[src/rtl/wb_mailbox_pkg.sv]
// Shared register map, field positions and reset constants for the
// Wishbone mailbox bridge and its sub-blocks.
package wb_mailbox_pkg;

    // Word offsets (address bits [7:2]) of the mailbox registers
    localparam logic [5:0] OFF_CTRL     = 6'h00;
    localparam logic [5:0] OFF_STATUS   = 6'h01;
    localparam logic [5:0] OFF_H2C_DATA = 6'h02;
    localparam logic [5:0] OFF_C2H_DATA = 6'h03;
    localparam logic [5:0] OFF_OEB_LO   = 6'h04;
    localparam logic [5:0] OFF_OEB_HI   = 6'h05;

    // CTRL field positions
    localparam int CTRL_CORE_RST_BIT = 0;
    localparam int CTRL_FLUSH_BIT    = 1;
    localparam int CTRL_IRQ_EN_LSB   = 4;

    // STATUS field positions
    localparam int ST_FULL_BIT     = 0;
    localparam int ST_EMPTY_BIT    = 1;
    localparam int ST_C2H_FULL_BIT = 2;
    localparam int ST_OVF_BIT      = 3;
    localparam int ST_COUNT_LSB    = 8;

    // CTRL comes out of reset with the core held in reset
    localparam logic [31:0] CTRL_RST_VAL = 32'h0000_0001;

    // Stored (non self-clearing) part of CTRL
    typedef struct packed {
        logic [2:0] irq_en;
        logic       core_rst;
    } ctrl_t;

    // Byte-lane merge of a write into a 32-bit register
    function automatic logic [31:0] byte_merge(input logic [31:0] old_v,
                                               input logic [31:0] new_v,
                                               input logic [3:0]  sel);
        logic [31:0] res;
        res = old_v;
        for (int b = 0; b < 4; b++) begin
            if (sel[b]) begin
                res[b*8 +: 8] = new_v[b*8 +: 8];
            end else begin
                res[b*8 +: 8] = old_v[b*8 +: 8];
            end
        end
        return res;
    endfunction

endpackage

[src/rtl/wb_mailbox_bridge_if.sv]
// Wishbone classic slave bus bundle used between host and mailbox bridge.
interface wb_mailbox_bridge_if;
    logic        wbs_cyc_i;
    logic        wbs_stb_i;
    logic        wbs_we_i;
    logic [3:0]  wbs_sel_i;
    logic [31:0] wbs_adr_i;
    logic [31:0] wbs_dat_i;
    logic        wbs_ack_o;
    logic [31:0] wbs_dat_o;

    modport master (
        output wbs_cyc_i, wbs_stb_i, wbs_we_i, wbs_sel_i, wbs_adr_i, wbs_dat_i,
        input  wbs_ack_o, wbs_dat_o
    );

    modport slave (
        input  wbs_cyc_i, wbs_stb_i, wbs_we_i, wbs_sel_i, wbs_adr_i, wbs_dat_i,
        output wbs_ack_o, wbs_dat_o
    );
endinterface

[src/rtl/wb_mbox_fifo.sv]
// Synchronous FIFO with flush; a push while full is accepted only when a
// pop happens on the same edge, otherwise the word is dropped.
module wb_mbox_fifo #(
    parameter int W     = 32,
    parameter int DEPTH = 4
) (
    input  logic                     clk_i,
    input  logic                     rst_i,
    input  logic                     push_i,
    input  logic                     pop_i,
    input  logic                     flush_i,
    input  logic [W-1:0]             data_i,
    output logic [W-1:0]             data_o,
    output logic                     full_o,
    output logic                     empty_o,
    output logic [$clog2(DEPTH):0]   count_o
);
    localparam int AW = $clog2(DEPTH);
    localparam int CW = AW + 1;

    logic [W-1:0]  mem_q [DEPTH];
    logic [AW-1:0] wr_ptr_q, wr_ptr_d;
    logic [AW-1:0] rd_ptr_q, rd_ptr_d;
    logic [CW-1:0] count_q, count_d;
    logic          do_push_s, do_pop_s, do_write_s;

    assign full_o  = (count_q == CW'(DEPTH));
    assign empty_o = (count_q == {CW{1'b0}});
    assign count_o = count_q;
    assign data_o  = mem_q[rd_ptr_q];

    // Next pointer/count; flush overrides any push or pop on the same edge
    always_comb begin
        do_pop_s   = pop_i & ~empty_o;
        do_push_s  = push_i & (~full_o | do_pop_s);
        do_write_s = do_push_s & ~flush_i;
        wr_ptr_d   = wr_ptr_q;
        rd_ptr_d   = rd_ptr_q;
        count_d    = count_q;
        if (flush_i) begin
            wr_ptr_d = {AW{1'b0}};
            rd_ptr_d = {AW{1'b0}};
            count_d  = {CW{1'b0}};
        end else begin
            if (do_push_s) begin
                wr_ptr_d = wr_ptr_q + AW'(1);
            end else begin
                wr_ptr_d = wr_ptr_q;
            end
            if (do_pop_s) begin
                rd_ptr_d = rd_ptr_q + AW'(1);
            end else begin
                rd_ptr_d = rd_ptr_q;
            end
            case ({do_push_s, do_pop_s})
                2'b10:   count_d = count_q + CW'(1);
                2'b01:   count_d = count_q - CW'(1);
                default: count_d = count_q;
            endcase
        end
    end

    // Pointer and occupancy registers
    always_ff @(posedge clk_i) begin
        if (rst_i) begin
            wr_ptr_q <= {AW{1'b0}};
            rd_ptr_q <= {AW{1'b0}};
            count_q  <= {CW{1'b0}};
        end else begin
            wr_ptr_q <= wr_ptr_d;
            rd_ptr_q <= rd_ptr_d;
            count_q  <= count_d;
        end
    end

    // Storage array; contents are don't-care while the pointers say empty
    always_ff @(posedge clk_i) begin
        if (do_write_s && !rst_i) begin
            mem_q[wr_ptr_q] <= data_i;
        end
    end

endmodule

[src/rtl/wb_mailbox_bridge.sv]
// Wishbone register block giving the host a mailbox to the darksocv core:
// host-to-core FIFO, single-word core-to-host slot, interrupts, pad OEB.
module wb_mailbox_bridge
    import wb_mailbox_pkg::*;
#(
    parameter logic [31:0] BASE_ADR   = 32'h3000_0000,
    parameter int          FIFO_DEPTH = 4,
    parameter int          IO_W       = 38
) (
    input  logic                  wb_clk_i,
    input  logic                  wb_rst_i,
    wb_mailbox_bridge_if.slave    wbs,
    output logic                  core_rst_o,
    output logic                  h2c_valid_o,
    output logic [31:0]           h2c_data_o,
    input  logic                  h2c_ready_i,
    input  logic                  c2h_valid_i,
    input  logic [31:0]           c2h_data_i,
    output logic                  c2h_ready_o,
    output logic [2:0]            user_irq_o,
    output logic [IO_W-1:0]       io_oeb_o
);
    localparam int CW = $clog2(FIFO_DEPTH) + 1;

    logic            req_s;
    logic [5:0]      off_s;
    logic            push_s, pop_s, flush_s, ovf_clr_s;
    logic            fifo_full_s, fifo_empty_s;
    logic [CW-1:0]   fifo_count_s;
    logic [1:0]      unused_adr_s;

    logic            ack_q;
    logic [31:0]     rdata_q, rdata_d;
    ctrl_t           ctrl_q, ctrl_d;
    logic            ovf_q, ovf_d;
    logic            c2h_full_q, c2h_full_d;
    logic [31:0]     c2h_data_q, c2h_data_d;
    logic [2:0]      irq_q, irq_d;
    logic [IO_W-1:0] oeb_q, oeb_d;

    assign req_s = wbs.wbs_cyc_i & wbs.wbs_stb_i &
                   (wbs.wbs_adr_i[31:8] == BASE_ADR[31:8]) & ~ack_q;
    assign off_s        = wbs.wbs_adr_i[7:2];
    assign unused_adr_s = wbs.wbs_adr_i[1:0];
    assign pop_s        = ~fifo_empty_s & h2c_ready_i;

    assign wbs.wbs_ack_o = ack_q;
    assign wbs.wbs_dat_o = rdata_q;
    assign core_rst_o    = ctrl_q.core_rst | wb_rst_i;
    assign h2c_valid_o   = ~fifo_empty_s;
    assign c2h_ready_o   = ~c2h_full_q;
    assign user_irq_o    = irq_q;
    assign io_oeb_o      = oeb_q;

    wb_mbox_fifo #(
        .W     (32),
        .DEPTH (FIFO_DEPTH)
    ) u_fifo (
        .clk_i   (wb_clk_i),
        .rst_i   (wb_rst_i),
        .push_i  (push_s),
        .pop_i   (pop_s),
        .flush_i (flush_s),
        .data_i  (wbs.wbs_dat_i),
        .data_o  (h2c_data_o),
        .full_o  (fifo_full_s),
        .empty_o (fifo_empty_s),
        .count_o (fifo_count_s)
    );

    // Register decode, read mux and next-state of all mailbox state
    always_comb begin
        rdata_d    = 32'h0;
        ctrl_d     = ctrl_q;
        ovf_d      = ovf_q;
        c2h_full_d = c2h_full_q;
        c2h_data_d = c2h_data_q;
        oeb_d      = oeb_q;
        push_s     = 1'b0;
        flush_s    = 1'b0;
        ovf_clr_s  = 1'b0;

        // Core-side capture into the empty slot
        if (c2h_valid_i && !c2h_full_q) begin
            c2h_full_d = 1'b1;
            c2h_data_d = c2h_data_i;
        end else begin
            c2h_data_d = c2h_data_q;
        end

        if (req_s && wbs.wbs_we_i) begin
            case (off_s)
                OFF_CTRL: begin
                    if (wbs.wbs_sel_i[0]) begin
                        ctrl_d.core_rst = wbs.wbs_dat_i[CTRL_CORE_RST_BIT];
                        ctrl_d.irq_en   = wbs.wbs_dat_i[CTRL_IRQ_EN_LSB +: 3];
                        flush_s         = wbs.wbs_dat_i[CTRL_FLUSH_BIT];
                    end else begin
                        ctrl_d = ctrl_q;
                    end
                end
                OFF_STATUS: begin
                    ovf_clr_s = wbs.wbs_sel_i[0] & wbs.wbs_dat_i[ST_OVF_BIT];
                end
                OFF_H2C_DATA: begin
                    push_s = (wbs.wbs_sel_i == 4'hF);
                end
                OFF_OEB_LO: begin
                    oeb_d[31:0] = byte_merge(oeb_q[31:0], wbs.wbs_dat_i, wbs.wbs_sel_i);
                end
                OFF_OEB_HI: begin
                    for (int i = 32; i < IO_W; i++) begin
                        if (wbs.wbs_sel_i[(i-32)/8]) begin
                            oeb_d[i] = wbs.wbs_dat_i[i-32];
                        end else begin
                            oeb_d[i] = oeb_q[i];
                        end
                    end
                end
                default: begin
                    rdata_d = 32'h0;
                end
            endcase
        end else if (req_s) begin
            case (off_s)
                OFF_CTRL: begin
                    rdata_d[CTRL_CORE_RST_BIT]    = ctrl_q.core_rst;
                    rdata_d[CTRL_IRQ_EN_LSB +: 3] = ctrl_q.irq_en;
                end
                OFF_STATUS: begin
                    rdata_d[ST_FULL_BIT]          = fifo_full_s;
                    rdata_d[ST_EMPTY_BIT]         = fifo_empty_s;
                    rdata_d[ST_C2H_FULL_BIT]      = c2h_full_q;
                    rdata_d[ST_OVF_BIT]           = ovf_q;
                    rdata_d[ST_COUNT_LSB +: CW]   = fifo_count_s;
                end
                OFF_C2H_DATA: begin
                    if (c2h_full_q) begin
                        rdata_d    = c2h_data_q;
                        c2h_full_d = 1'b0;
                    end else begin
                        rdata_d    = 32'h0;
                    end
                end
                OFF_OEB_LO: begin
                    rdata_d = oeb_q[31:0];
                end
                OFF_OEB_HI: begin
                    rdata_d[IO_W-33:0] = oeb_q[IO_W-1:32];
                end
                default: begin
                    rdata_d = 32'h0;
                end
            endcase
        end else begin
            rdata_d = 32'h0;
        end

        // A dropped push sets the sticky flag; that beats a same-cycle clear
        if (push_s && fifo_full_s && !pop_s && !flush_s) begin
            ovf_d = 1'b1;
        end else if (ovf_clr_s) begin
            ovf_d = 1'b0;
        end else begin
            ovf_d = ovf_q;
        end

        irq_d = {ctrl_q.irq_en[2] & ovf_q,
                 ctrl_q.irq_en[1] & fifo_empty_s,
                 ctrl_q.irq_en[0] & c2h_full_q};
    end

    // Bus handshake and register state; reset discards an in-flight access
    always_ff @(posedge wb_clk_i) begin
        if (wb_rst_i) begin
            ack_q      <= 1'b0;
            rdata_q    <= 32'h0;
            ctrl_q     <= ctrl_t'({CTRL_RST_VAL[6:4], CTRL_RST_VAL[0]});
            ovf_q      <= 1'b0;
            c2h_full_q <= 1'b0;
            c2h_data_q <= 32'h0;
            irq_q      <= 3'b000;
            oeb_q      <= {IO_W{1'b1}};
        end else begin
            ack_q      <= req_s;
            rdata_q    <= rdata_d;
            ctrl_q     <= ctrl_d;
            ovf_q      <= ovf_d;
            c2h_full_q <= c2h_full_d;
            c2h_data_q <= c2h_data_d;
            irq_q      <= irq_d;
            oeb_q      <= oeb_d;
        end
    end

endmodule

[src/flat_wrapper.sv]
// flat-port wrapper written by rule: the top's interface ports become plain ports
module wb_mailbox_bridge_flat import wb_mailbox_pkg::*;
#(
    parameter logic [31:0] BASE_ADR   = 32'h3000_0000,
    parameter int          FIFO_DEPTH = 4,
    parameter int          IO_W       = 38
)
  (wb_clk_i, wb_rst_i, core_rst_o, h2c_valid_o, h2c_data_o, h2c_ready_i, c2h_valid_i, c2h_data_i, c2h_ready_o, user_irq_o, io_oeb_o, wbs_wbs_cyc_i, wbs_wbs_stb_i, wbs_wbs_we_i, wbs_wbs_sel_i, wbs_wbs_adr_i, wbs_wbs_dat_i, wbs_wbs_ack_o, wbs_wbs_dat_o);
  wb_mailbox_bridge_if wbs_i ();
  input  logic wb_clk_i;
  input  logic wb_rst_i;
  output logic core_rst_o;
  output logic h2c_valid_o;
  output logic [31:0] h2c_data_o;
  input  logic h2c_ready_i;
  input  logic c2h_valid_i;
  input  logic [31:0] c2h_data_i;
  output logic c2h_ready_o;
  output logic [2:0] user_irq_o;
  output logic [IO_W-1:0] io_oeb_o;
  input wire logic [$bits(wbs_i.wbs_cyc_i)-1:0] wbs_wbs_cyc_i;
  input wire logic [$bits(wbs_i.wbs_stb_i)-1:0] wbs_wbs_stb_i;
  input wire logic [$bits(wbs_i.wbs_we_i)-1:0] wbs_wbs_we_i;
  input wire logic [$bits(wbs_i.wbs_sel_i)-1:0] wbs_wbs_sel_i;
  input wire logic [$bits(wbs_i.wbs_adr_i)-1:0] wbs_wbs_adr_i;
  input wire logic [$bits(wbs_i.wbs_dat_i)-1:0] wbs_wbs_dat_i;
  output wire logic [$bits(wbs_i.wbs_ack_o)-1:0] wbs_wbs_ack_o;
  output wire logic [$bits(wbs_i.wbs_dat_o)-1:0] wbs_wbs_dat_o;
  assign wbs_i.wbs_cyc_i = wbs_wbs_cyc_i;
  assign wbs_i.wbs_stb_i = wbs_wbs_stb_i;
  assign wbs_i.wbs_we_i = wbs_wbs_we_i;
  assign wbs_i.wbs_sel_i = wbs_wbs_sel_i;
  assign wbs_i.wbs_adr_i = wbs_wbs_adr_i;
  assign wbs_i.wbs_dat_i = wbs_wbs_dat_i;
  assign wbs_wbs_ack_o = wbs_i.wbs_ack_o;
  assign wbs_wbs_dat_o = wbs_i.wbs_dat_o;
  wb_mailbox_bridge #(.BASE_ADR(BASE_ADR), .FIFO_DEPTH(FIFO_DEPTH), .IO_W(IO_W)) u_core (.wb_clk_i(wb_clk_i), .wb_rst_i(wb_rst_i), .wbs(wbs_i), .core_rst_o(core_rst_o), .h2c_valid_o(h2c_valid_o), .h2c_data_o(h2c_data_o), .h2c_ready_i(h2c_ready_i), .c2h_valid_i(c2h_valid_i), .c2h_data_i(c2h_data_i), .c2h_ready_o(c2h_ready_o), .user_irq_o(user_irq_o), .io_oeb_o(io_oeb_o));
endmodule
[config.mk]
export PLATFORM = sky130hd
export DESIGN_NAME = wb_mailbox_bridge_flat
export DESIGN_NICKNAME = d
export VERILOG_FILES = /design/src/rtl/wb_mailbox_pkg.sv /design/src/rtl/wb_mailbox_bridge_if.sv /design/src/rtl/wb_mbox_fifo.sv /design/src/rtl/wb_mailbox_bridge.sv /design/src/flat_wrapper.sv
export SDC_FILE = /design/constraint.sdc
export NUM_CORES = 1
export LEC_CHECK = 0
export CAP_MARGIN = 20
export CORE_MARGIN = 2
export CORE_UTILIZATION = 50
export CTS_CLUSTER_DIAMETER = 30
export DETAILED_ROUTE_END_ITERATION = 8
export GPL_TIMING_DRIVEN = 0
export HOLD_SLACK_MARGIN = 0.08
export PLACE_DENSITY = 0.77
export SLEW_MARGIN = 20
export SYNTH_ARGS = -nofsm -noshare
export SYNTH_HDL_FRONTEND = slang
export SYNTH_SLANG_ARGS = --single-unit
[constraint.sdc]
create_clock -name wb_clk_i -period 4 [get_ports wb_clk_i]
set_input_delay 0.6 -clock wb_clk_i [delete_from_list [all_inputs] [get_ports wb_clk_i]]
set_output_delay 0.6 -clock wb_clk_i [all_outputs]
set_load 0.03 [all_outputs]
==> out/metrics.csv <==
metric,value,unit
gp_congestion,0.910,
crit_fanout,10,
start_kind,register,
synth_cells,675,
preCtsSetupSlack,0.00649,ns
critPathRequiredTime,3.40,ns
antenna_left,0,
synth.avg_cell_area,13.8,um2
route.vias.total,6728,
htreeDepth,2,
synth_cell_type_count,51,
io_buffers,213,
grt_setup_unrepaired,no,
clkTransAtPathRegs,0.05,ns
maxCapViolCount,0,
p_leak,4.41,nW
ff2ff_setup_slack,0.89,ns
cts.sinks,249,
core-area,0.0181,mm2
hold_buffers,0,
fin_skew,0.0232,ns
syn-num-nets,787,
yosysWarnings,0,
ys.flop_type,edfxtp_1,
hold_path_class,reg2reg,
syn_to_final_growth,41.5,%
arrival,3.11,ns
grt_pass1_vias,6820,
dr.pass1.iters,6,
async_flop_share,0,
crit_path_cell_trace,"clkbuf_1, buf_1, mux4_2, clkdlybuf4s50_1",
grt_max_degree,19,
slew_headroom,0.351,
fillers,1174,
min_from,u_core.c2h_data_q[25],
status,"complete, no violations",
comb_power_share,0.036,
die_h,140,um
fin_crit_sh,0.927,
synth_area,0.00929,mm2
io_pins,216,
internal_power,0.00494,W
finalHoldViolations,0,
drive_gt1_frac,0.120,
drc,0,
insertion_delay,0.52,ns
wl_per_cell,21.1,um
period_minus_slack,3.71,ns
die_w,140,um
path_class,reg2out,
synth-edff-count,128,
grt_pass1_wl,38.7,mm
final_util,0.727,
swShare,0.212,
setup_violations,0,
fin_ws,0.291,ns
antenna_found_initial,0,
ys_top_cells_by_area,"edfxtp_1, dfxtp_1, mux4_2, mux2i_1, nand2_1",
cts_buffer_depth,3,
post_cts_buffers,0,
grtUsageTotal,0.258,
p_per_area,477,mW/mm2
tns,0,ns
yosys.area.top_type,edfxtp_1,
nets,1045,
tritoncts,yes,
n_antenna_cell,0,
vias_per_cell,5.64,
drtIter0Drc,719,
cts_resized,0,
hpwl,17.2,mm
rows,49,
grt_overflow_total,0,
critical_path.slowest_cell,buf_1,
ys_seq_area_frac,0.674,
dieArea,0.0197,mm2
sequentialPowerShare,0.433,
netlist.area_leader.share,0.414,
endpoint_kind,output port,
ys_ff_latch,249,
reg2reg_to,u_core.u_fifo.mem_q[1][26],
p_sw,0.00133,W
timing.rr.start,u_core.wbs.wbs_ack_o,
min_path_cells,2,
ff2ff_path_depth,7,
fmax,0.270,GHz
critical_path.max_stage_delay,0.78,ns
tightest_slew,0.974,ns
max-vdd-ir-drop,0.328,mV
routed_wirelength,25.2,mm
root_buffer,clkbuf_16,
holdPathEnd,u_core.c2h_data_q[25],
power_frac_clock,0.530,
cts_buffers,39,
slew_viol_final,0,
initial_core_util,0.514,
registers in the layout, summed over array words and instances (netlist names), named ones only:
name                    count
u_core.wbs.wbs_dat_o       32
u_core.ovf_q                1
u_core.u_fifo.rd_ptr_q      2
u_core.ctrl_q               4
u_core.u_fifo.wr_ptr_q      2
u_core.u_fifo.count_o       3
u_core.user_irq_o           3
u_core.u_fifo.mem_q       128
u_core.io_oeb_o            38
u_core.c2h_full_q           1
u_core.c2h_data_q          32
u_core.wbs.wbs_ack_o        1
layer usage:
metal / share of wire / track usage / up-vias
met5: 0 / 0 / -
met4: 0.026 / 0.0861 / 0
met3: 0.078 / 0.0561 / 62
met2: 0.51 / 0.445 / 349
met1: 0.39 / 0.326 / 3268
li1: - / - / 3049
final cells by class:
| type | instances | area, um2 | share of cell area |
|---|---|---|---|
| inverter | 9 | 33.8 | 0.00257 |
| clock inverter | 25 | 256 | 0.0195 |
| clock buffer | 46 | 1060 | 0.0809 |
| tap | 229 | 287 | 0.0218 |
| sequential | 249 | 6270 | 0.477 |
| buffer | 37 | 140 | 0.0107 |
| timing repair buffer | 217 | 2240 | 0.171 |
| multi-input combinational | 380 | 2860 | 0.217 |
kinds of logic (layout without fill, tap and decap cells):
| family | Yosys count | count (layout) | share of synthesized area |
|---|---|---|---|
| flops | 249 | 249 | 0.674 |
| simple gates | 210 | 210 | 0.111 |
| compound gates | 86 | 86 | 0.0610 |
| mux | 76 | 76 | 0.125 |
| buf+inv | 46 | 334 | 0.0187 |
| fa+ha+maj | 5 | 5 | 0.00754 |
| xor+xnor | 3 | 3 | 0.00283 |
synth_stat cells, drive strengths merged (2+ instances only):
master / instances
nand2: 112
or4: 3
or2: 2
and3: 3
buf: 8
nor4b: 4
edfxtp: 128
a22oi: 23
nor4: 11
inv: 8
ha: 4
clkbuf: 29
nand4: 2
xnor2: 2
nor2: 37
o21ai: 2
a222oi: 8
nor3: 9
o21bai: 2
and2: 6
nor3b: 2
mux2i: 44
nand3: 4
a21oi: 41
or3: 3
dfxtp: 121
nand2b: 6
mux4: 32
nor2b: 2
o31ai: 2
cell usage in the layout, fill, tap and decap left out, types with 23 or more instances in the layout:
cell type / n
clkdlybuf4s50_1: 213
edfxtp_1: 128
dfxtp_1: 121
nand2_1: 112
mux2i_1: 44
a21oi_1: 41
clkbuf_16: 40
nor2_1: 37
mux4_2: 32
clkbuf_1: 31
a22oi_1: 23
worst max-delay path by stage:
stage	slack [ns]	startpoint	end	cells after the start
floorplan	0.60	wbs_wbs_adr_i[4]	u_core.u_fifo.mem_q[1][0]	5
global route	0.15	register	h2c_data_o[23]	4
CTS	0.21	register	h2c_data_o[23]	4
finish	0.29	register	h2c_data_o[23]	4
global placement	-0.68	wbs_wbs_stb_i	u_core.u_fifo.mem_q[3][26]	7
detailed placement	0.006	wbs_wbs_stb_i	u_core.u_fifo.mem_q[2][4]	8
metrics by stage:
step | cells | hold slack, ns | total power (W) | area [um2]
after detailed placement | 1121 | 0.446 | 0.00299 | 11800
after floorplan | 675 | 0.436 | 0.00283 | 9290
after global routing | 1192 | 0.473 | 0.00643 | 13100
final | 1192 | 0.453 | 0.00627 | 13100
after global placement | 1117 | 0.441 | 0.00299 | 11700
after CTS | 1192 | 0.454 | 0.00630 | 13100
power groups by stage:
stage                     Sequential (W)  Combinational (W)  Clock (W)
after floorplan                  0.00276          0.0000652          0
after global placement           0.00277           0.000221          0
after detailed placement         0.00277           0.000225          0
after CTS                        0.00272           0.000227    0.00336
after global routing             0.00272           0.000247    0.00347
final                            0.00272           0.000228    0.00332
worst max-delay path, delay by kind of cell (launching register included):
kind / cells / cell delay (ns)
flops: 1 / 0.30
mux: 1 / 0.63
buf+inv: 3 / 1.68
No activity file was read; power rests on OpenSTA's default activity.
